==> config.mk <==
export PLATFORM = sky130hd
export DESIGN_NAME = spi_cmd_master
export DESIGN_NICKNAME = d
export VERILOG_FILES = /design/src/rtl/spi_cmd_master.sv
export SDC_FILE = /design/constraint.sdc
export NUM_CORES = 1
export LEC_CHECK = 0
export CORE_ASPECT_RATIO = 1.2
export CORE_MARGIN = 2
export CORE_UTILIZATION = 30
export DETAILED_ROUTE_END_ITERATION = 8
export GPL_ROUTABILITY_DRIVEN = 0
export GPL_TIMING_DRIVEN = 1
export SYNTH_ARGS = -nofsm -noshare
export SYNTH_HDL_FRONTEND = slang
export SYNTH_SLANG_ARGS = --single-unit
==> constraint.sdc <==
create_clock -name clk -period 4.5 [get_ports clk]
set_input_delay 0.9 -clock clk [delete_from_list [all_inputs] [get_ports clk]]
set_output_delay 0.9 -clock clk [all_outputs]
set_load 0.01 [all_outputs]
==> src/rtl/spi_cmd_master.sv <==
// spi_cmd_master
// Host-side SPI master, mode 0 (CPOL=0, CPHA=0), MSB first.
// Takes parallel command words over a valid/ready handshake, shifts them out
// on MOSI and returns the word captured on MISO as a one-cycle response
// pulse. Setting cmd_hold with a word keeps SS low so that the next word
// continues the same frame.
//
// Ports
//   clk        system clock
//   rst        asynchronous reset, active low
//   cmd_valid  command word valid
//   cmd_ready  master can accept a command word (IDLE and CHAIN only)
//   cmd_data   word to transmit, MSB first
//   cmd_hold   sampled with cmd_data; 1 keeps SS low after this word
//   rsp_valid  one-cycle pulse, rsp_data valid
//   rsp_data   word captured from MISO, held until the next rsp_valid
//   busy       high whenever the FSM is not in IDLE
//   SCLK       SPI clock
//   MOSI       SPI data out
//   SS         active-low slave select
//   MISO       SPI data in
//
// state | meaning
// ------+----------------------------------------------------------------
// IDLE  | SS high, cmd_ready high, waiting for a command word
// SETUP | SS low, SCLK low, first bit on MOSI; CLK_DIV cycles
// SHIFT | DATA_W bit periods of CLK_DIV low + CLK_DIV high SCLK cycles
// HOLD  | SS low, SCLK low after the last falling edge; CLK_DIV cycles
// GAP   | SS high between frames; GAP_CYC cycles
// CHAIN | SS kept low, cmd_ready high, waiting for the next word of frame

module spi_cmd_master #(
  parameter int DATA_W  = 16,
  parameter int CLK_DIV = 2,
  parameter int GAP_CYC = 2
) (
  input  logic              clk,
  input  logic              rst,
  input  logic              cmd_valid,
  output logic              cmd_ready,
  input  logic [DATA_W-1:0] cmd_data,
  input  logic              cmd_hold,
  output logic              rsp_valid,
  output logic [DATA_W-1:0] rsp_data,
  output logic              busy,
  output logic              SCLK,
  output logic              MOSI,
  output logic              SS,
  input  logic              MISO
);

  localparam int DIV_MAX = (CLK_DIV > GAP_CYC) ? CLK_DIV : GAP_CYC;
  localparam int DIV_W   = (DIV_MAX > 1) ? $clog2(DIV_MAX) : 1;
  localparam int BIT_W   = $clog2(DATA_W + 1);

  localparam logic [DIV_W-1:0] DIV_TC   = DIV_W'(CLK_DIV - 1);
  localparam logic [DIV_W-1:0] GAP_TC   = DIV_W'(GAP_CYC - 1);
  localparam logic [BIT_W-1:0] BIT_LAST = BIT_W'(DATA_W - 1);

  typedef enum logic [2:0] {
    S_IDLE,
    S_SETUP,
    S_SHIFT,
    S_HOLD,
    S_GAP,
    S_CHAIN
  } state_t;

  state_t            r_state;
  logic [DIV_W-1:0]  r_div;
  logic [BIT_W-1:0]  r_bit;
  // Only the bits still to be sent are kept; the current bit lives in r_mosi.
  logic [DATA_W-2:0] r_sh;
  logic [DATA_W-1:0] r_rx;
  logic              r_hold;
  logic              r_cmd_ready;
  logic              r_rsp_valid;
  logic [DATA_W-1:0] r_rsp_data;
  logic              r_busy;
  logic              r_sclk;
  logic              r_mosi;
  logic              r_ss;

  logic              w_div_tc_bit;
  logic              w_div_tc_gap;
  logic              w_accept;

  assign w_div_tc_bit = (r_div == DIV_TC);
  assign w_div_tc_gap = (r_div == GAP_TC);
  assign w_accept     = cmd_valid && r_cmd_ready;

  always_ff @(posedge clk or negedge rst) begin
    if (!rst) begin
      r_state     <= S_IDLE;
      r_div       <= '0;
      r_bit       <= '0;
      r_sh        <= '0;
      r_rx        <= '0;
      r_hold      <= 1'b0;
      r_cmd_ready <= 1'b0;
      r_rsp_valid <= 1'b0;
      r_rsp_data  <= '0;
      r_busy      <= 1'b0;
      r_sclk      <= 1'b0;
      r_mosi      <= 1'b0;
      r_ss        <= 1'b1;
    end else begin
      r_rsp_valid <= 1'b0;

      case (r_state)
        S_IDLE: begin
          if (w_accept) begin
            r_sh        <= cmd_data[DATA_W-2:0];
            r_mosi      <= cmd_data[DATA_W-1];
            r_hold      <= cmd_hold;
            r_cmd_ready <= 1'b0;
            r_ss        <= 1'b0;
            r_sclk      <= 1'b0;
            r_busy      <= 1'b1;
            r_div       <= '0;
            r_bit       <= '0;
            r_state     <= S_SETUP;
          end else begin
            // Also raises ready on the first edge after reset release.
            r_cmd_ready <= 1'b1;
          end
        end

        S_SETUP: begin
          if (w_div_tc_bit) begin
            r_div   <= '0;
            r_bit   <= '0;
            r_state <= S_SHIFT;
          end else begin
            r_div <= r_div + DIV_W'(1);
          end
        end

        S_SHIFT: begin
          if (w_div_tc_bit) begin
            r_div <= '0;
            if (!r_sclk) begin
              // Rising edge: capture MISO.
              r_sclk <= 1'b1;
              r_rx   <= {r_rx[DATA_W-2:0], MISO};
            end else begin
              // Falling edge: advance MOSI unless this closed the last bit,
              // in which case MOSI keeps the last bit through HOLD.
              r_sclk <= 1'b0;
              if (r_bit == BIT_LAST) begin
                r_bit   <= '0;
                r_state <= S_HOLD;
              end else begin
                r_bit  <= r_bit + BIT_W'(1);
                r_mosi <= r_sh[DATA_W-2];
                r_sh   <= {r_sh[DATA_W-3:0], 1'b0};
              end
            end
          end else begin
            r_div <= r_div + DIV_W'(1);
          end
        end

        S_HOLD: begin
          if (w_div_tc_bit) begin
            r_div       <= '0;
            r_bit       <= '0;
            r_rsp_valid <= 1'b1;
            r_rsp_data  <= r_rx;
            if (r_hold) begin
              r_cmd_ready <= 1'b1;
              r_state     <= S_CHAIN;
            end else begin
              r_ss    <= 1'b1;
              r_state <= S_GAP;
            end
          end else begin
            r_div <= r_div + DIV_W'(1);
          end
        end

        S_GAP: begin
          if (w_div_tc_gap) begin
            r_div       <= '0;
            r_cmd_ready <= 1'b1;
            r_busy      <= 1'b0;
            r_state     <= S_IDLE;
          end else begin
            r_div <= r_div + DIV_W'(1);
          end
        end

        S_CHAIN: begin
          // No SETUP here: SS is already low and the first bit goes out
          // on the accepting edge.
          if (w_accept) begin
            r_sh        <= cmd_data[DATA_W-2:0];
            r_mosi      <= cmd_data[DATA_W-1];
            r_hold      <= cmd_hold;
            r_cmd_ready <= 1'b0;
            r_div       <= '0;
            r_bit       <= '0;
            r_state     <= S_SHIFT;
          end
        end

        default: begin
          r_ss        <= 1'b1;
          r_sclk      <= 1'b0;
          r_cmd_ready <= 1'b0;
          r_busy      <= 1'b0;
          r_div       <= '0;
          r_bit       <= '0;
          r_state     <= S_IDLE;
        end
      endcase
    end
  end

  assign cmd_ready = r_cmd_ready;
  assign rsp_valid = r_rsp_valid;
  assign rsp_data  = r_rsp_data;
  assign busy      = r_busy;
  assign SCLK      = r_sclk;
  assign MOSI      = r_mosi;
  assign SS        = r_ss;

endmodule

==> results.yml <==
cts:
  cts_root_buf: "clkbuf_16"
  post-cts-setup-buffer-count: 0
  postCtsResizedCells: 0
  cts_hold_buf: 0
  path_clk_slew_ns: 0.05
  ctsLongestPathBuffers: 2
  cts-htree-levels: 3
  clock_latency_ns: 0.33
  cts.sinks: 63
  tritoncts: "done"
  numCtsBuffers: 9
place:
  io_buffers: 42
  dp_slack_ns: 1.278
  hpwl_um: 3810
synth:
  synth_top_area_share_pct: 53.52
  synth_area_leaders: "dfrtp_1 54%, mux2_2 15%, nand2_1 7.5%"
  avgSynthCellArea_um2: 11.32
  synth_edf_count: 0
  synth.net_count: 278
  synth_ff_type: "dfrtp_1"
  synth_cells: 256
  yosysTopAreaCell: "dfrtp_1"
  ys_seq_area_share_pct: 54.42
  synthArstFlopShare_pct: 100.0
  yosys_warnings: 0
  ys_ff_latch: 63
  syn-cell-area_mm2: 0.002899
  yosysUniqueCellTypes: 45
setup_path:
  crit_start: "cmd_valid"
  crit_required_ns: 4.70
  crit_chain: "clkdlybuf4s50_1 -> nand3b_1 -> a211o_1 -> a221oi_4 -> mux2_2"
  start_kind: "primary input"
  crit_buf_inv: 1
  end_kind: "flop"
  rrSetupSlack_ns: 1.92
  cp_top_family: "compound AO/OA/AOI/OAI gates"
  worst_path_max_delay_cell: "a221oi_4"
  path_class: "primary input to flop"
  crit_arrival_ns: 3.08
  worstReg2RegStart: "r_state[1]"
  cpPeakStageDelay_ns: 0.75
  crit_fanout: 16
global_routing:
  use_met1_pct: 14.73
  grt_pass1_wl_um: 9949
  grt_util_met3_pct: 3.112
  grt.busiest_layer: "met2"
  grt-ovfl-total: 0
  track_usage_pct: 12.11
  antenna_found_initial: 0
  grt_pass1_vias: 2094
  met2_usage_pct: 19.57
  grt_start_max_net_pins: 34
drt:
  vias: 1982
  wl_um: 5758
  viasPerCell: 4.642
  drc_errors: 0
  drt_iter0_drc: 94
  dr.pass1.iters: 4
  avgRoutedWirePerCell_um: 13.48
  ant_nets: 0
floorplanning:
  dieArea_mm2: 0.01047
  io_pins: 43
  die_h_um: 111.7
  die_w_um: 93.74
  rows: 39
  core-area_mm2: 0.009467
  start_util_pct: 30.62
sta:
  setup_ws_ns: 1.628
  tightestPinTransition_ns: 0.8750
  period_needed_ns: 2.872
  rsz0062_at_grt: "false"
  finalHoldViolCount: 0
  fin_setup_tns_ns: 0
  slew_headroom_pct: 41.66
  fmax_ghz: 0.3481
  drv_slew: 0
  period_share_pct: 63.83
  clock_skew_ns: 0.009852
  setup_viol: 0
power:
  p_switching_w: 0.0007797
  seq_power_share_pct: 36.9
  power_density_mw_per_mm2: 659.5
  p_clk_share_pct: 29.8
  p_int_w: 0.001690
  peakVddDrop_v: 0.0003084
  p_leak_nw: 1.685
  combinationalPowerShare_pct: 33.3
  swShare_pct: 31.57
final_layout:
  mostFrequentLayoutCell: "dfrtp_1"
  fillers: 938
  mostFrequentLayoutCells: "62 x dfrtp_1, 58 x nand2_1, 41 x clkdlybuf4s50_1"
  layout.area.seq_mm2: 0.001578
  nNetsFinal: 321
  drive_above_1_share_pct: 21.05
  areaGrowthSynthToFinish_pct: 29.18
  insertedDiodeCount: 0
  multiInputGateArea_mm2: 0.001236
hold_path:
  hp-class: "flop to flop"
  hp-start: "r_bit[4]"
status:
  outcome: "finished clean"
run:
  maxCapViolCount: 0
==> stage by stage <==
stage / std cells / utilization [%] / cell area (um2) / total power (W) / hold WS (ns)
after floorplan: 256 / - / 2899 / 0.001519 / 0.4331
after global placement: 411 / 36.18 / 3425 / 0.001732 / 0.4627
after detailed placement: 411 / 36.18 / 3425 / 0.001756 / 0.4614
after CTS: 427 / 39.56 / 3745 / 0.002508 / 0.4813
after global routing: 427 / 39.56 / 3745 / 0.002640 / 0.5002
final: 427 / 39.56 / 3745 / 0.002470 / 0.4760
==> cell usage after synthesis (2+ instances only) <==
cell,instances
mux2_1,9
dfrtp_1,62
a211o_1,2
nand3b_1,3
buf_2,5
o32ai_1,3
nand2_1,58
o21bai_1,2
o21ai_0,6
or3b_2,2
nor2b_1,2
a31oi_1,2
a21oi_1,7
mux2i_1,2
nor3_1,2
mux2_2,39
clkbuf_1,5
nor2_1,9
inv_1,6
o2bb2ai_1,2
nand3_1,3
o31ai_1,2
==> worst paths after layout <==
kind                              to  cells past startpoint
hold reg to reg             r_bit[4]                      1
setup reg to reg            r_sh[11]                      4
setup / recovery            r_sh[11]                      5
min in group asynchronous  rsp_valid                      1
max in group asynchronous   r_rx[12]                      2
hold / removal              r_bit[4]                      1
==> layout make-up <==
class / count / area share (%)
flip-flops and latches: 63 / 42.13
multi-input cells: 174 / 33.01
inverters: 7 / 0.7016
well taps: 123 / 4.110
clock buffers: 9 / 6.014
repair buffers: 44 / 11.49
clock inverters: 7 / 2.539
==> power by group through the flow <==
stage | clock network [W] | logic (W) | registers [W]
finish | 0.000736 | 0.000823 | 0.000911
global route | 0.000781 | 0.000913 | 0.000946
CTS | 0.000756 | 0.000838 | 0.000914
detailed placement | 0 | 0.000832 | 0.000924
global placement | 0 | 0.000814 | 0.000918
floorplan | 0 | 0.000666 | 0.000853
==> sequential cells by signal, indices dropped and copies added, names as in the netlist, 3 cells and up <==
signal and flops:
rsp_data 16, r_sh 15, r_state 3, r_rx 16, r_bit 5
==> routing by layer <==
layer	vias to the layer above	routed length, um
li1	981	-
met1	961	2536
met2	33	2897
met3	7	221
met4	0	102
met5	-	0
==> worst reg2reg max path: cells and delay by family, from the launching register on <==
family	cells	cell delay, ns
simple gates	1	0.16
compound gates	2	1.10
flops	1	0.79
mux	1	0.41
==> cell families after synthesis <==
family,after synthesis,share of synthesized area [%]
flip-flops,63,54.42
AO/OA/AOI/OAI,34,8.719
adder cells (fa/ha/maj),1,0.4315
buffers and inverters,19,2.934
AND/OR/NAND/NOR,88,13.85
multiplexers,50,19.34
XOR/XNOR,1,0.3022
Note: power is estimated with default switching activity, not from simulation.
